**config.mk**
```make
export PLATFORM = sky130hd
export DESIGN_NAME = uart_msg_sequencer
export DESIGN_NICKNAME = d
export VERILOG_FILES = /design/src/rtl/uart_msg_sequencer.sv
export SDC_FILE = /design/constraint.sdc
export NUM_CORES = 1
export LEC_CHECK = 0
export ABC_AREA = 1
export ABC_CLOCK_PERIOD_IN_PS = 1910
export CAP_MARGIN = 20
export CORE_MARGIN = 2
export CORE_UTILIZATION = 54
export DETAILED_ROUTE_END_ITERATION = 12
export GPL_TIMING_DRIVEN = 0
export PLACE_DENSITY = 0.82
export RECOVER_POWER = 50
export SLEW_MARGIN = 20
export SYNTH_ARGS = -nofsm -noshare
export SYNTH_HDL_FRONTEND = slang
export SYNTH_SLANG_ARGS = --single-unit
```
**constraint.sdc**
```tcl
create_clock -name clk -period 1.91 [get_ports clk]
set_input_delay 0.191 -clock clk [delete_from_list [all_inputs] [get_ports clk]]
set_output_delay 0.191 -clock clk [all_outputs]
set_load 0.01 [all_outputs]
```
**src/rtl/uart_msg_sequencer.sv**
```systemverilog
// uart_msg_sequencer: debounced push-button source that streams bytes from a
// small character ROM into a UART transmitter, one byte or one whole message
// per press. Optional receive echo is compiled in with UART_MSG_ECHO_EN.
module uart_msg_sequencer #(
    parameter int unsigned DATA_W     = 8,
    parameter int unsigned MSG_LEN    = 10,
    parameter int unsigned BASE_CHAR  = 48,
    parameter int unsigned SEND_MODE  = 0,
    parameter int unsigned DEBOUNCE_N = 5,
    parameter int unsigned SAMPLE_DIV = 1,
    parameter int unsigned ACK_TO     = 15
) (
    input  logic              clk,
    input  logic              rst,
    input  logic              btn_n,
    output logic [DATA_W-1:0] tx_data,
    output logic              tx_valid,
    input  logic              tx_busy,
    input  logic [DATA_W-1:0] rx_data,
    input  logic              rx_rxne,
    output logic              rx_clear,
    output logic              active,
    output logic              err_timeout
);

    localparam int unsigned IDX_W = (MSG_LEN > 1) ? $clog2(MSG_LEN) : 1;
    localparam int unsigned DIV_W = (SAMPLE_DIV > 1) ? $clog2(SAMPLE_DIV) : 1;
    localparam int unsigned TO_W  = (ACK_TO > 1) ? $clog2(ACK_TO + 1) : 1;

    typedef enum logic [2:0] {
        IDLE,
        SEND,
        WAIT_ACK,
        WAIT_DONE,
        NEXT
    } state_t;

    // ROM contents are arithmetic, so no table is stored.
    function automatic logic [DATA_W-1:0] rom_byte(input logic [IDX_W-1:0] i);
        return DATA_W'(BASE_CHAR + 32'(i));
    endfunction

    // ---------------- button conditioning ----------------
    logic                  sync1;
    logic                  sync2;
    logic [DEBOUNCE_N-1:0] shreg;
    logic [DIV_W-1:0]      div_cnt;
    logic                  sample_tick;
    logic                  filt;
    logic                  filt_d;
    logic                  press;

    assign sample_tick = (div_cnt == DIV_W'(SAMPLE_DIV - 1));
    assign press       = filt & ~filt_d;

    // Two-flop synchroniser on the inverted (active-high) button.
    always_ff @(posedge clk) begin
        if (rst) begin
            sync1 <= 1'b0;
            sync2 <= 1'b0;
        end else begin
            sync1 <= ~btn_n;
            sync2 <= sync1;
        end
    end

    // Sample divider, sample shift register and hysteresis filter.
    always_ff @(posedge clk) begin
        if (rst) begin
            div_cnt <= '0;
            shreg   <= '0;
            filt    <= 1'b0;
            filt_d  <= 1'b0;
        end else begin
            div_cnt <= sample_tick ? '0 : div_cnt + DIV_W'(1);
            if (sample_tick) begin
                shreg <= (shreg << 1) | DEBOUNCE_N'(sync2);
            end
            if (&shreg) begin
                filt <= 1'b1;
            end else if (~|shreg) begin
                filt <= 1'b0;
            end
            filt_d <= filt;
        end
    end

    // ---------------- echo slot ----------------
    logic              echo_full;
    logic [DATA_W-1:0] echo_byte;
    logic              echo_clr_c;

`ifdef UART_MSG_ECHO_EN
    // Capture one received byte when the slot is free; clear it once sent.
    always_ff @(posedge clk) begin
        if (rst) begin
            echo_full <= 1'b0;
            echo_byte <= '0;
            rx_clear  <= 1'b0;
        end else begin
            rx_clear <= 1'b0;
            if (echo_clr_c) begin
                echo_full <= 1'b0;
            end else if (rx_rxne && !echo_full) begin
                echo_full <= 1'b1;
                echo_byte <= rx_data;
                rx_clear  <= 1'b1;
            end
        end
    end
`else
    logic unused_rx;
    assign echo_full = 1'b0;
    assign echo_byte = '0;
    assign rx_clear  = 1'b0;
    assign unused_rx = ^{rx_data, rx_rxne, echo_clr_c};
`endif

    // ---------------- sequencer FSM ----------------
    state_t            state;
    state_t            state_n;
    logic              pend;
    logic              pend_n;
    logic [IDX_W-1:0]  idx;
    logic [IDX_W-1:0]  idx_n;
    logic              msg_run;
    logic              msg_run_n;
    logic              cur_echo;
    logic              cur_echo_n;
    logic [TO_W-1:0]   ack_cnt;
    logic [TO_W-1:0]   ack_cnt_n;
    logic              tx_valid_n;
    logic [DATA_W-1:0] tx_data_n;
    logic              err_n;

    // State and registered outputs.
    always_ff @(posedge clk) begin
        if (rst) begin
            state       <= IDLE;
            pend        <= 1'b0;
            idx         <= '0;
            msg_run     <= 1'b0;
            cur_echo    <= 1'b0;
            ack_cnt     <= '0;
            tx_valid    <= 1'b0;
            tx_data     <= '0;
            err_timeout <= 1'b0;
            active      <= 1'b0;
        end else begin
            state       <= state_n;
            pend        <= pend_n;
            idx         <= idx_n;
            msg_run     <= msg_run_n;
            cur_echo    <= cur_echo_n;
            ack_cnt     <= ack_cnt_n;
            tx_valid    <= tx_valid_n;
            tx_data     <= tx_data_n;
            err_timeout <= err_n;
            active      <= (state_n != IDLE);
        end
    end

    // Next-state logic; a byte is launched by loading tx_data/tx_valid on entry to SEND.
    always_comb begin
        state_n    = state;
        pend_n     = pend;
        idx_n      = idx;
        msg_run_n  = msg_run;
        cur_echo_n = cur_echo;
        ack_cnt_n  = ack_cnt;
        tx_valid_n = 1'b0;
        tx_data_n  = tx_data;
        err_n      = err_timeout;
        echo_clr_c = 1'b0;

        if (press && (state == IDLE)) begin
            pend_n = 1'b1;
        end

        case (state)
            IDLE: begin
                if (echo_full) begin
                    state_n    = SEND;
                    cur_echo_n = 1'b1;
                    tx_valid_n = 1'b1;
                    tx_data_n  = echo_byte;
                end else if (pend || press) begin
                    pend_n     = 1'b0;
                    state_n    = SEND;
                    cur_echo_n = 1'b0;
                    msg_run_n  = (SEND_MODE != 0);
                    tx_valid_n = 1'b1;
                    tx_data_n  = rom_byte(idx);
                end
            end
            SEND: begin
                state_n   = WAIT_ACK;
                ack_cnt_n = '0;
            end
            WAIT_ACK: begin
                if (tx_busy) begin
                    state_n = WAIT_DONE;
                end else if (ack_cnt == TO_W'(ACK_TO - 1)) begin
                    err_n   = 1'b1;
                    state_n = NEXT;
                end else begin
                    ack_cnt_n = ack_cnt + TO_W'(1);
                end
            end
            WAIT_DONE: begin
                if (!tx_busy) begin
                    state_n = NEXT;
                end
            end
            NEXT: begin
                if (cur_echo) begin
                    echo_clr_c = 1'b1;
                    if (msg_run) begin
                        state_n    = SEND;
                        cur_echo_n = 1'b0;
                        tx_valid_n = 1'b1;
                        tx_data_n  = rom_byte(idx);
                    end else begin
                        state_n = IDLE;
                    end
                end else if (idx == IDX_W'(MSG_LEN - 1)) begin
                    idx_n     = '0;
                    msg_run_n = 1'b0;
                    state_n   = IDLE;
                end else begin
                    idx_n = idx + IDX_W'(1);
                    if (!msg_run) begin
                        state_n = IDLE;
                    end else if (echo_full) begin
                        state_n    = SEND;
                        cur_echo_n = 1'b1;
                        tx_valid_n = 1'b1;
                        tx_data_n  = echo_byte;
                    end else begin
                        state_n    = SEND;
                        cur_echo_n = 1'b0;
                        tx_valid_n = 1'b1;
                        tx_data_n  = rom_byte(idx + IDX_W'(1));
                    end
                end
            end
            default: state_n = IDLE;
        endcase
    end

endmodule

```
### Word level (Yosys, flattened, before mapping)

Cells that the tools add are included.

| word-level totals | value |
|---|---|
| register bits after elaboration | 35 |
| input bits | 13 |
| output and inout port bits | 12 |
| logic and storage cells | 93 |

| cells by class | value |
|---|---|
| add/subtract/negate cells | 5 |
| eq/ne operators | 15 |
| mux-type cells | 35 |
| bitwise operators | 7 |
| reductions and logical operators | 15 |

Operator list:

| kind | count |
|---|---|
| two-way mux 8 bit | 5 |
| two-way mux 1 bit | 17 |
| case mux 8 bit (2 select lines) | 1 |
| case mux 3 bit (5 select lines) | 1 |
| adder 6 x 4 -> 7 bit (first input constant) | 2 |
| two-way mux 3 bit | 4 |
| two-way mux 4 bit | 3 |
| inequality test 2 bit (second input constant) | 5 |
| AND reduction 5 bit | 2 |
| inequality test 3 bit (second input constant) | 3 |
| adder 4 x 1 -> 4 bit (second input constant) | 2 |
| equality test 4 bit (second input constant) | 2 |
| case mux 4 bit (2 select lines) | 1 |
| equality test 3 x 2 -> 1 bit (second input constant) | 2 |
| case mux 1 bit (2 select lines) | 3 |
| AND reduction 3 bit | 2 |
| inverter 1 bit | 5 |
| OR 5 x 1 -> 5 bit | 1 |
| OR reduction 5 bit | 1 |
| AND reduction 2 bit | 2 |
| AND reduction 4 bit | 1 |
| nonzero test 2 bit | 2 |
| equality test 3 x 1 -> 1 bit (second input constant) | 1 |
| equality test 3 bit (second input constant) | 1 |
| other kinds (8) | 8 |

### Longest topological paths before layout

Gate-level depths: netlist of run 1.

| logic depth | value |
|---|---|
| depth in word-level cells | 6 |
| mapped depth | 8 |
| mapped depth without buffers | 8 |

### Least setup slack after synthesis of run 1

Ideal clock, no wire load.

| path | value |
|---|---|
| path type | reg-to-reg |
| from | register ack_cnt[0] |
| to | register ack_cnt[3] |
| library setup time | 0.116 ns |
| arrival time | 1.096 ns |
| required time | 1.794 ns |
| slack | 0.698 ns |
| cell stages (with the launch flop) | 9 |
| path buffers | 0 |
| clock period less this slack | 1.212 ns |
| path through | dfxtp_1 -> inv_1 -> ha_1 -> nand3_1 -> nand3_2 -> nand2_2 -> nand2_4 -> nand2_1 -> a21oi_2 |

| on the way | value |
|---|---|
| longest elaborated chain between the ends | 4 |
| elaborated cells on any way between the ends | 7 |
| classes of those cells | add/sub (1); eq/ne (2); mux (3); reduce/logical (1) |

RTL lines:

| item | RTL line | RTL |
|---|---|---|
| start: declaration | 130 | `logic [TO_W-1:0] ack_cnt;` |
| start signal: assignment | 155 | `ack_cnt <= ack_cnt_n;` |
| adder 4 x 1 -> 4 bit | 207 | `ack_cnt_n = ack_cnt + TO_W'(1);` |
| two-way mux 4 bit | 203 | `end else if (ack_cnt == TO_W'(ACK_TO - 1)) begin` |
| two-way mux 4 bit | 201 | `if (tx_busy) begin` |
| case mux 4 bit (2 select lines) | 180 | `case (state)` |

Parallel ways exist; a longest one is shown, timed or not. The select of a mux whose other input is x is not followed.
A chain may end at the register's enable or synchronous reset.

==> flow_summary.ini, run 1 <==
[layout]
finalNonFillerCells = 216
drive_gt1_share_pct = 12.2
fin_nets = 204
final_area_sq_um = 1550
num_antenna_cells = 0
syn_to_final_growth_pct = 17.6
nFillCells = 211
final_cell_mix = 31 x dfxtp_1, 23 x nand2_1, 21 x inv_1
final_common_cell = dfxtp_1

[drt]
drc = 0
dr.pass1.iters = 6
ant_nets = 0
routed-via-count = 1092
finalWirelength_um = 2480
drt_iter0_markers = 15
post_drt_wl_per_cell_um = 11.5
vias_per_cell = 5.06

[timing]
hold-worst-slack_ns = 0.195
fin_tns_setup_ns = 0
skew_ns = 0.00951
rsz0062_at_grt = no
period_needed_ns = 1.52
setup_viol = 0
post-route-period-util_pct = 79.7
clock.fmax_ghz = 0.657
drv_slew = 0
hold_viol = 0

[critical_path]
cp-start-kind = register
path_max_fanout = 3
path_buf_inv = 2
slowest_stage = clkdlybuf4s50_1
cp_data_arrival_time_ns = 1.33
worstPathCellList = buf_4, clkdlybuf4s50_1
critPathTopFamily = buffers and inverters
worstPathRequired_ns = 1.72
cp-end-kind = primary output
path_class = register to primary output
slowest_delay_ns = 0.52

[die]
coreArea_sq_um = 2250
die_w_um = 53.5
dieHeight_um = 53.5
start_util_pct = 58.6
io-pin-count = 25
die_area_sq_um = 2860
core.rowCount = 17

[clock_network]
postCtsSetupBuffers = 0
cts_tree = done
clk_latency_ns = 0.33
clk_pin_slew_ns = 0.10
clockBufferDepth = 2
cts_resized = 0
h-tree-depth = 2
hold_buffers = 0
cts_inserted_buffers = 5
cts.root.buffer_cell = clkbuf_4
cts_sinks = 31

[power_and_ir_drop]
finalPower_w = 0.00124
p_comb_share_pct = 3.4
intPower_w = 0.000981
switching_share_pct = 20.9
p_leak_nw = 0.658
p_sw_w = 0.000259
clockPowerShare_pct = 43.2
vdd_drop_max_uv = 692
sequentialPowerShare_pct = 53.4
p_per_area_nw_per_um2 = 798

[yosys]
ys_ff_latch = 31
synth_cell_types = 28
synth.avg_cell_area_sq_um = 7.96
yosysWarnings = 0
seq_area_frac_synth_pct = 47.0
syn_area_sq_um = 1320
syn_inst = 166

[place]
buffer_ports.inserted = 11
placed_cell_area_sq_um = 1480
dpl.hpwl_um = 1770
place.gp.congestion = 0.752
dp_cells = 208

[global_routing]
grt_usage_pct = 20.7
grt_max_degree = 11
grt_pass1_wl_um = 4130
grt_pass1_vias = 1001
antenna_found_initial = 0
grt.overflow.total = 0

[job]
max_cap_violations = 0

[outcome]
outcome = completed

[worst_hold_path]
hold_path.class = input port to register
## power groups by stage
stage	clock, W	sequential, W	combinational [W]
detailed placement	0	0.000677	0.0000429
floorplan	0	0.000676	0.0000302
CTS	0.000544	0.000662	0.0000431
global placement	0	0.000676	0.0000407
finish	0.000536	0.000662	0.0000420
global route	0.000567	0.000664	0.0000495
## cell type report
class                   instances  area, sq um  area share [%]
flip-flops and latches         31          621            39.9
multi-input cells             108          573            36.9
repair buffers                 11          110            7.09
inverters                      23         87.6            5.64
clock buffers                   6         51.3            3.30
plain buffers                   7         41.3            2.66
clock inverters                 2         35.0            2.25
well taps                      28         35.0            2.25
## cells in the mapped netlist, drive strengths merged
library cell / instances / share of area, %
dfxtp: 31 / 47
nand2: 27 / 9.6
inv: 22 / 6.3
nor2: 19 / 6.3
a21oi: 16 / 6.3
nand3: 15 / 6.8
o21ai: 12 / 4.5
buf: 5 / 2.6
ha: 4 / 3.8
nor3: 4 / 1.5
clkbuf: 2 / 0.76
xnor2: 2 / 1.3
and3: 1 / 0.47
clkinv: 1 / 0.38
conb: 1 / 0.28
nand4: 1 / 0.47
o22ai: 1 / 0.47
or2: 1 / 0.47
xor2: 1 / 0.66
## worst reg2reg max path: cells and delay by family (launching register included)
family                   cells  cell delay [ns]
flip-flops                   1             0.44
AO/OA/AOI/OAI                1             0.06
adder cells (fa/ha/maj)      1             0.20
AND/OR/NAND/NOR              5             0.51
buffers and inverters        1             0.08
## registers in the layout (all words and copies together) (netlist names)
register     flops
sync2            1
err_timeout      1
state            3
active           1
idx              4
shreg            5
tx_data          5
pend             1
filt             1
cur_echo         1
div_cnt          1
filt_d           1
tx_valid         1
ack_cnt          4
sync1            1
## per-stage QoR
stage	worst slack (ns)	util, %
after global placement	0.603	65.5
after global routing	0.340	68.9
after CTS	0.374	69.4
after detailed placement	0.530	65.5
final	0.388	68.9
after floorplan	0.698	-
## logic make-up (layout without fill, tap and decap cells)
family	count (synthesis)	count (layout)	share of synthesized area [%]
fa+ha+maj	4	4	3.79
other cells	1	4	0.284
compound gates	29	29	11.4
xor+xnor	3	3	1.99
flops	31	31	47.0
buf+inv	30	49	9.94
simple gates	68	68	25.7
## path summary, 6_finish.rpt
path	from	to	slack [ns]	cells after the start
max	tx_data[4]	tx_data[5]	0.39	2
min	rst	ack_cnt[3]	0.20	2
max reg2reg	ack_cnt[0]	ack_cnt[0]	0.50	8
min reg2reg	sync1	sync2	0.42	2
## metal layers
| layer | wire length (um) | vias up | part of all wire [%] | GRT usage (%) |
|---|---|---|---|---|
| met4 | 44 | 0 | 1.8 | 10.3 |
| met5 | 0 | - | 0 | 0 |
| met3 | 111 | 6 | 4.5 | 6.78 |
| met1 | 1080 | 497 | 43 | 22.1 |
| met2 | 1240 | 22 | 50 | 36.0 |
| li1 | - | 567 | - | - |
Note: power is estimated with default switching activity, not from simulation.
==> run 2, diff against run 1 <==
--- a/config.mk
+++ b/config.mk
@@ -6,13 +6,13 @@
 export NUM_CORES = 1
 export LEC_CHECK = 0
 export ABC_AREA = 1
-export ABC_CLOCK_PERIOD_IN_PS = 1910
+export ABC_CLOCK_PERIOD_IN_PS = 1600
 export CAP_MARGIN = 20
 export CORE_MARGIN = 2
-export CORE_UTILIZATION = 54
+export CORE_UTILIZATION = 50
 export DETAILED_ROUTE_END_ITERATION = 12
 export GPL_TIMING_DRIVEN = 0
-export PLACE_DENSITY = 0.82
+export PLACE_DENSITY = 0.77
 export RECOVER_POWER = 50
 export SLEW_MARGIN = 20
 export SYNTH_ARGS = -nofsm -noshare
==> constraint.sdc (replaced) <==
create_clock -name clk -period 1.6 [get_ports clk]
set_input_delay 0.16 -clock clk [delete_from_list [all_inputs] [get_ports clk]]
set_output_delay 0.16 -clock clk [all_outputs]
set_load 0.01 [all_outputs]
==> flow_summary.ini, run 2 (same netlist as run 1, synthesis figures left out) <==
[clock_network]
clk_latency_ns = 0.32
cts_tree = done
clk_pin_slew_ns = 0.09
postCtsSetupBuffers = 0
clockBufferDepth = 2
cts_sinks = 31
cts.root.buffer_cell = clkbuf_4
cts_resized = 0
cts_inserted_buffers = 5
hold_buffers = 0
h-tree-depth = 2

[layout]
top_regs = shreg (5), tx_data (5)
seq_area_sq_um = 621
final_common_cell = dfxtp_1
fin_nets = 204
drive_gt1_share_pct = 11.2
finalNonFillerCells = 218
syn_to_final_growth_pct = 15.1
num_antenna_cells = 0
final_cell_mix = 31 x dfxtp_1, 23 x nand2_1, 21 x inv_1
nFillCells = 250
multi_input_comb_area_sq_um = 573

[global_routing]
grt.overflow.total = 0
grt_usage_pct = 16.7
grt_pass1_wl_um = 4050
antenna_found_initial = 0
grt_pass1_vias = 987
grt_max_degree = 11

[place]
place_ws_ns = 0.228
place.gp.congestion = 0.744
buffer_ports.inserted = 11
dpl.hpwl_um = 1710
dp_cells = 210

[power_and_ir_drop]
switching_share_pct = 22.7
p_per_area_nw_per_um2 = 828
clockPowerShare_pct = 33.3
vdd_drop_max_uv = 820
p_sw_w = 0.000286
p_comb_share_pct = 4.0
sequentialPowerShare_pct = 62.8
finalPower_w = 0.00126
intPower_w = 0.000973
p_leak_nw = 0.640

[timing]
skew_ns = 0.00607
drv_slew = 0
setup_viol = 0
rsz0062_at_grt = no
clock.fmax_ghz = 0.684
setup_slack_ns = 0.138
fin_tns_setup_ns = 0
hold_viol = 0
period_needed_ns = 1.46
post-route-period-util_pct = 91.4

[critical_path]
worstPathRequired_ns = 1.44
cp-start-kind = register
rrSetupSlack_ns = 0.21
path_class = register to primary output
cp-end-kind = primary output
crit_start = tx_data[4]
path_max_fanout = 3
cp_data_arrival_time_ns = 1.30
reg2regPathDepth = 8
crit_path_end = tx_data[5]
worst_r2r_endpoint = ack_cnt[3]
r2r_start = ack_cnt[0]

[die]
die_w_um = 55.4
coreArea_sq_um = 2500
start_util_pct = 52.9
die_area_sq_um = 3070
core.rowCount = 18
io-pin-count = 25
dieHeight_um = 55.4

[drt]
routed-via-count = 1091
finalWirelength_um = 2260
drc = 0
drt_iter0_markers = 30
dr.pass1.iters = 4
vias_per_cell = 5.00
ant_nets = 0
post_drt_wl_per_cell_um = 10.4

[worst_hold_path]
hold_path.class = input port to register

[outcome]
outcome = completed

[job]
max_cap_violations = 0
run 2: cell types whose count changed in the layout (fill, tap and decap cells not counted), sizes merged:
cell | previous run | this run
bufinv | 1 | 0
clkbuf | 9 | 10
run 2: layout make-up:
cell class / count / area share [%]
timing repair buffer: 11 / 7.24
inverter: 23 / 5.76
buffer: 7 / 2.72
sequential: 31 / 40.8
clock inverter: 1 / 0.329
multi-input combinational: 108 / 37.7
tap: 30 / 2.47
clock buffer: 7 / 2.96
run 2: worst min path at each step:
| stage | endpoint | start | depth (start not counted) | slack [ns] |
|---|---|---|---|---|
| finish | ack_cnt[3] | rst | 2 | 0.18 |
| detailed placement | sync2 | sync1 | 2 | 0.41 |
| global route | ack_cnt[3] | rst | 2 | 0.20 |
| global placement | sync2 | sync1 | 2 | 0.40 |
| CTS | ack_cnt[3] | rst | 2 | 0.08 |
| floorplan | sync1 | btn_n | 1 | 0.23 |
run 2: per-stage QoR:
step                      hold WS [ns]  utilization (%)  cell area, sq um
after floorplan                  0.227                -              1330
after global placement           0.398             59.2              1480
after detailed placement         0.407             59.2              1480
after CTS                       0.0798             61.2              1530
after global routing             0.195             60.8              1520
final                            0.180             60.8              1520
run 2: per-layer routing:
layer	track usage, %	wire, um
met1	20.1	1000
met2	25.2	1060
met3	7.03	146
met4	8.71	57
met5	0	0
run 2: power by group through the flow:
stage | combinational (W) | clock [W] | sequential, W
2_1_floorplan | 0.0000361 | 0 | 0.000806
3_3_place_gp | 0.0000494 | 0 | 0.000808
3_5_place_dp | 0.0000506 | 0 | 0.000808
4_1_cts | 0.0000510 | 0.000440 | 0.000790
5_1_grt | 0.0000572 | 0.000473 | 0.000792
6_report | 0.0000498 | 0.000419 | 0.000790
run 2: critical path, cell delays in order (launching register included):
cell and delay, ns:
dfxtp_1 0.36, buf_4 0.11, clkdlybuf4s50_1 0.52
==> run 3, diff against run 2 <==
--- a/config.mk
+++ b/config.mk
@@ -14,7 +14,8 @@
 export GPL_TIMING_DRIVEN = 0
 export PLACE_DENSITY = 0.77
 export RECOVER_POWER = 50
-export SLEW_MARGIN = 20
+export SETUP_SLACK_MARGIN = 0.02
+export SLEW_MARGIN = 40
 export SYNTH_ARGS = -nofsm -noshare
 export SYNTH_HDL_FRONTEND = slang
 export SYNTH_SLANG_ARGS = --single-unit
==> results of run 3 <==
The final DEF is identical to that of run 2; final timing and power are the same.
